<file path="src/rtl/cpu_types_pkg.sv">
// Shared CPU datapath types.
package cpu_types_pkg;
   localparam int WORD_W = 32;
   typedef logic [WORD_W-1:0] word_t;
endpackage

</file>
<file path="src/rtl/icache_pkg.sv">
// Instruction cache shared types: controller state and per-set frame (valid + tag).
package icache_pkg;
   typedef enum logic {IDLE = 1'b0, FILL = 1'b1} icache_state_t;

   // Widest possible tag (no index/offset bits); instances store zero-extended tags.
   localparam int ICACHE_TAG_MAX = 30;

   typedef struct packed {
      logic                      valid;
      logic [ICACHE_TAG_MAX-1:0] tag;
   } icache_frame_t;
endpackage

</file>
<file path="src/rtl/icache_blk.sv">
// Direct-mapped, read-only instruction cache with block fill from memory.
// Memory handshake: iREN requests the word at iaddr; a word is accepted on a rising edge where iREN && !iwait.
module icache_blk
   import cpu_types_pkg::*;
   import icache_pkg::*;
#(
   parameter int SETS     = 16,
   parameter int BLKWORDS = 2
) (
   input  logic          CLK,
   input  logic          nRST,
   input  logic          imemREN,
   input  word_t         imemaddr,
   input  logic          pcRST,
   output logic          ihit,
   output word_t         imemload,
   output logic          iREN,
   output word_t         iaddr,
   input  logic          iwait,
   input  word_t         iload,
   output icache_state_t dbg_state
);
   localparam int WOFFW = $clog2(BLKWORDS);
   localparam int IDXW  = $clog2(SETS);
   localparam int CNTW  = (WOFFW > 0) ? WOFFW : 1;
   localparam int TAGW  = 30 - WOFFW - IDXW;
   localparam logic [CNTW-1:0] LAST = CNTW'(BLKWORDS - 1);

   icache_state_t state, next_state;
   icache_frame_t frames [SETS];
   word_t         data   [SETS][BLKWORDS];

   logic [TAGW-1:0] req_tag, fill_tag;
   logic [IDXW-1:0] req_idx, fill_idx;
   logic [CNTW-1:0] req_woff, cnt;
   logic            hit_raw, start_fill, accept, last_word;
   word_t           fill_addr;

   assign req_woff = CNTW'((imemaddr >> 2) & word_t'(BLKWORDS - 1));
   assign req_idx  = IDXW'(imemaddr >> (2 + WOFFW));
   assign req_tag  = TAGW'(imemaddr >> (2 + WOFFW + IDXW));

   assign hit_raw    = frames[req_idx].valid &&
                       (frames[req_idx].tag == ICACHE_TAG_MAX'(req_tag));
   assign start_fill = (state == IDLE) && imemREN && !pcRST && !hit_raw;
   assign accept     = (state == FILL) && !iwait && !pcRST;
   assign last_word  = (cnt == LAST);

   assign fill_addr = (word_t'(fill_tag) << (2 + WOFFW + IDXW)) |
                      (word_t'(fill_idx) << (2 + WOFFW)) |
                      (word_t'(cnt) << 2);

   assign dbg_state = state;

   always_ff @(posedge CLK or negedge nRST) begin
      if (!nRST) state <= IDLE;
      else       state <= next_state;
   end

   always_comb begin
      next_state = state;
      if (pcRST) begin
         next_state = IDLE;
      end else begin
         case (state)
            IDLE:    if (imemREN && !hit_raw) next_state = FILL;
            FILL:    if (!iwait && last_word) next_state = IDLE;
            default: next_state = IDLE;
         endcase
      end
   end

   always_comb begin
      ihit     = 1'b0;
      imemload = '0;
      iREN     = 1'b0;
      iaddr    = '0;
      case (state)
         IDLE: begin
            if (imemREN && !pcRST && hit_raw) begin
               ihit     = 1'b1;
               imemload = data[req_idx][req_woff];
            end
         end
         FILL: begin
            iREN  = 1'b1;
            iaddr = fill_addr;
         end
         default: ;
      endcase
   end

   // The target set is invalidated on fill start so a partial block never hits.
   always_ff @(posedge CLK or negedge nRST) begin
      if (!nRST) begin
         cnt      <= '0;
         fill_tag <= '0;
         fill_idx <= '0;
         for (int i = 0; i < SETS; i++) frames[i] <= '0;
      end else if (pcRST) begin
         cnt <= '0;
         for (int i = 0; i < SETS; i++) frames[i].valid <= 1'b0;
      end else if (start_fill) begin
         fill_tag               <= req_tag;
         fill_idx               <= req_idx;
         cnt                    <= '0;
         frames[req_idx].valid  <= 1'b0;
      end else if (accept) begin
         cnt <= last_word ? '0 : cnt + 1'b1;
         if (last_word) begin
            frames[fill_idx].valid <= 1'b1;
            frames[fill_idx].tag   <= ICACHE_TAG_MAX'(fill_tag);
         end
      end
   end

   always_ff @(posedge CLK) begin
      if (accept) data[fill_idx][cnt] <= iload;
   end
endmodule

</file>
<file path="config.mk">
export PLATFORM = sky130hd
export DESIGN_NAME = icache_blk
export DESIGN_NICKNAME = d
export VERILOG_FILES = /design/src/rtl/cpu_types_pkg.sv /design/src/rtl/icache_pkg.sv /design/src/rtl/icache_blk.sv
export SDC_FILE = /design/constraint.sdc
export NUM_CORES = 2
export LEC_CHECK = 0
export ABC_AREA = 1
export CORE_MARGIN = 1
export CORE_UTILIZATION = 30
export CTS_BUF_LIST = sky130_fd_sc_hd__clkbuf_8
export DETAILED_ROUTE_END_ITERATION = 7
export DONT_BUFFER_PORTS = 1
export PLACE_DENSITY = 0.56
export SYNTH_ARGS = -nofsm -noshare
export SYNTH_HDL_FRONTEND = slang
export SYNTH_SLANG_ARGS = --single-unit
</file>
<file path="constraint.sdc">
create_clock -name CLK -period 4.9 [get_ports CLK]
set_clock_uncertainty 0.15 [all_clocks]
set_input_delay 0.98 -clock CLK [delete_from_list [all_inputs] [get_ports CLK]]
set_output_delay 0.98 -clock CLK [all_outputs]
set_load 0.03 [all_outputs]
</file>
==> flow_summary_export.csv <==
group,metric,value,unit
floorplan,initial_utilization,30.3,%
worst_setup_path,start_kind,"primary input",
timing,worst_hold_slack,-0.428,ns
synth,yosysUniqueCellTypes,39,
synth,synth.ff_latch_count,1471,
floorplan,pin_count,136,
timing,worst_slack,-0.0161,ns
grt,grt_pass1_vias,38700,
run_status,violations,"hold timing, setup timing",
floorplan,rows,161,
synth,synth_area,58300,um^2
timing,min_period_over_period,100,%
layout,num-fill-cells,19000,
floorplan,die_h,443,um
worst_setup_path,cp_max_fo,168,
synth,yosys.area.top_type_share,52.7,%
drt,top_layer,"met5",
layout,final_util,34.8,%
worst_setup_path,crit_type,"in2out",
timing,relSlewSlack,17.4,%
pwr,ir_drop,0.000220,V
layout,drive_gt1_share,10.3,%
clocking,clockBufferDepth,3,
run_status,status,"finished with violations",
placed_design,placed_area,62300,um^2
synth,syn_avg_cell_area,11.6,um^2
pwr,clkPwrFrac,37.9,%
floorplan,coreArea,193000,um^2
synth,synth_area_leader_cell,"edfxtp_1",
clocking,path_clk_slew,0.06,ns
layout,final_cell_area,67100,um^2
worst_setup_path,required,3.77,ns
drt,wl_met3,14.2,mm
layout,nets,5241,
worst_setup_path,cp.arrival,3.79,ns
pwr,swShare,25.3,%
pwr,power_frac_seq,55.4,%
synth,yosysSeqAreaShare,71.9,%
clocking,cts_tree,"done",
job,cap_violations,0,
placed_design,io_buffers,0,
timing,final-hold-violation-count,447,
drt,dr.pass1.iters,6,
pwr,p_comb_share,6.7,%
floorplan,die_w,443,um
timing,fmax,203,MHz
timing,period_needed,4.92,ns
clocking,htreeDepth,4,
pwr,powerDensity,369,nW/um^2
drt,wl,183,mm
pwr,p_int,18.5,mW
drt,vias,40800,
grt,antenna_found_initial,18,
timing,slew_violations,0,
layout,area_growth,15.0,%
synth,synth_warnings,0,
timing,worst_pin_slew,1.24,ns
drt,avgRoutedWirePerCell,23.2,um
drt,wl_met2,83.6,mm
clocking,clk_latency,0.97,ns
timing,setup-violations-final,3,
hold_path,hold_class,"in2async",
synth,synth_edf_count,1024,
grt,grt-ovfl-total,0,
placed_design,gp_congestion,0.852,
grt,grt_pass1_wl,264,mm
pwr,power,24.7,mW
clocking,cts_hold_buf,55,
floorplan,die_area,196000,um^2
synth,ys_async_sr_fraction,30.4,%
worst_setup_path,crit_path_end_kind,"output pin",
timing,finalSetupTns,-0.0288,ns
grt,grt_max_degree,448,
clocking,cts_sinks,1471,
pwr,p_switching,6.27,mW
grt,grt_usage,18.0,%
drt,initialDrtViolationCount,4552,
drt,via_per_inst,5.18,
drt,ant_nets,0,
placed_design,hpwl,94.1,mm
synth,yosys-top-cells-area,"edfxtp_1 (53%), dfrtp_1 (19%), nand2_1 (9.3%)",
clocking,numCtsBuffers,219,
pwr,p_leak,25.3,nW
drt,drt-met1-wl,79.8,mm
synth,synth_flop_cell,"edfxtp_1",
synth,synthCells,5037,
clocking,cts-root-buf,"clkbuf_8",
drt,drc,0,
## worst max-delay path, stage by stage
cell and delay [ns]:
inv_8 0.26, nor2_2 0.15, buf_4 0.18, nand2_1 0.05, nand2_1 0.04, o21ai_0 0.18
nand2_1 0.16, o21ai_2 0.24, o2111a_1 0.21, nand2_1 0.07, nor2_1 0.09, nand2_1 0.09
nor2_4 0.15, buf_4 0.13, nand2_2 0.05, buf_12 0.21, nor2_1 0.15, buf_4 0.18
## registers in the layout, indices dropped and copies added (netlist names)
| name | count |
|---|---|
| cnt | 1 |
| data | 1024 |
| dbg_state | 1 |
| fill_idx | 4 |
| fill_tag | 25 |
| frames | 416 |
## synth_stat cells, types with 8 or more instances
| library cell | n |
|---|---|
| buf_1 | 30 |
| clkbuf_1 | 227 |
| and3_1 | 9 |
| o21ai_1 | 147 |
| a31oi_1 | 9 |
| nor3_1 | 8 |
| o22ai_1 | 464 |
| o22a_1 | 24 |
| dfrtp_1 | 447 |
| nand2_1 | 1450 |
| o221ai_1 | 24 |
| edfxtp_1 | 1024 |
| buf_2 | 49 |
| nand3_1 | 100 |
| nor2_1 | 169 |
| buf_4 | 10 |
| a21oi_1 | 14 |
| buf_6 | 8 |
| o21ai_0 | 552 |
| inv_1 | 143 |
| nand4_1 | 62 |
| nand2_2 | 26 |
## worst paths after layout
path,startpoint,to,slack (ns),cells after the start
worst max-delay path,imemaddr[3],imemload[1],-0.02,18
worst max register to register,dbg_state,frames[13],0.72,8
worst min register to register,frames[464],frames[464],0.33,2
worst min-delay path,nRST,frames[441],-0.43,0
max in group asynchronous,nRST,fill_tag[24],4.37,0
min in group CLK,imemaddr[8],fill_tag[1],0.10,2
## metal layers
layer,vias up,global-route usage [%]
met1,20500,25.1
met4,6,6.01
met2,1698,28.2
li1,18300,-
met3,309,3.30
met5,-,0
## power by group through the flow
stage | clock [mW] | combinational [mW] | sequential (mW)
5_1_grt | 10.0 | 1.81 | 13.7
6_report | 9.38 | 1.66 | 13.7
3_5_place_dp | 0 | 1.47 | 13.9
2_1_floorplan | 0 | 0.948 | 13.9
4_1_cts | 9.54 | 1.63 | 13.7
3_3_place_gp | 0 | 1.46 | 13.9
## cells by family after synthesis
group	after synthesis	share of synthesized area [%]
other	1	0.00643
AND/OR/NAND/NOR	1832	12.5
AO/OA/AOI/OAI	1257	12.3
flip-flops	1471	71.9
buffers and inverters	476	3.35
## repair_timing
item / 4_1_cts / 5_1_grt
endpoints found under the setup margin: 33 / 33
pin swaps: 1 / 1
cloned: 1 / 3
hold endpoints to repair: 1494 / 447
setup buffers: 1 / 1
gates resized for setup: 1 / 17
## layout by cell type (no fill, tap or decap), types with 7 or more instances in the layout
| cell type | count |
|---|---|
| inv_2 | 18 |
| o22ai_1 | 464 |
| o21ai_1 | 144 |
| nor2_4 | 39 |
| o22a_1 | 24 |
| o221ai_1 | 24 |
| inv_1 | 217 |
| buf_4 | 132 |
| nand3_1 | 100 |
| clkinv_2 | 17 |
| nor3_1 | 8 |
| clkbuf_8 | 232 |
| buf_12 | 42 |
| edfxtp_1 | 1024 |
| clkinv_1 | 38 |
| nand4_1 | 62 |
| nor2_1 | 128 |
| o21ai_0 | 552 |
| nand2_2 | 28 |
| dlygate4sd3_1 | 54 |
| a31oi_1 | 9 |
| nand2_1 | 1447 |
| dfrtp_1 | 446 |
| and3_1 | 9 |
| a21oi_1 | 14 |
| diode_2 | 14 |
| a22o_1 | 7 |
## metrics by stage
stage               hold slack [ns]  cells  worst slack [ns]
floorplan                     0.292   5038             0.591
global placement              0.306   7416            -0.118
detailed placement            0.313   7416           -0.0958
CTS                          -0.506   7867            0.0692
global route                 -0.469   7884            -0.149
finish                       -0.428   7885           -0.0161
## cell type report
class                      count  area (um^2)  area share [%]
clock inverter               162          812            1.21
inverter                     151          602           0.897
antenna                       14         35.0          0.0522
clock buffer                 232         3190            4.76
sequential                  1471        41900            62.5
multi-input combinational   3092        14800            22.0
tap                         2526         3160            4.71
timing repair buffer         237         2560            3.82
Power figures use the tool's default switching activity.
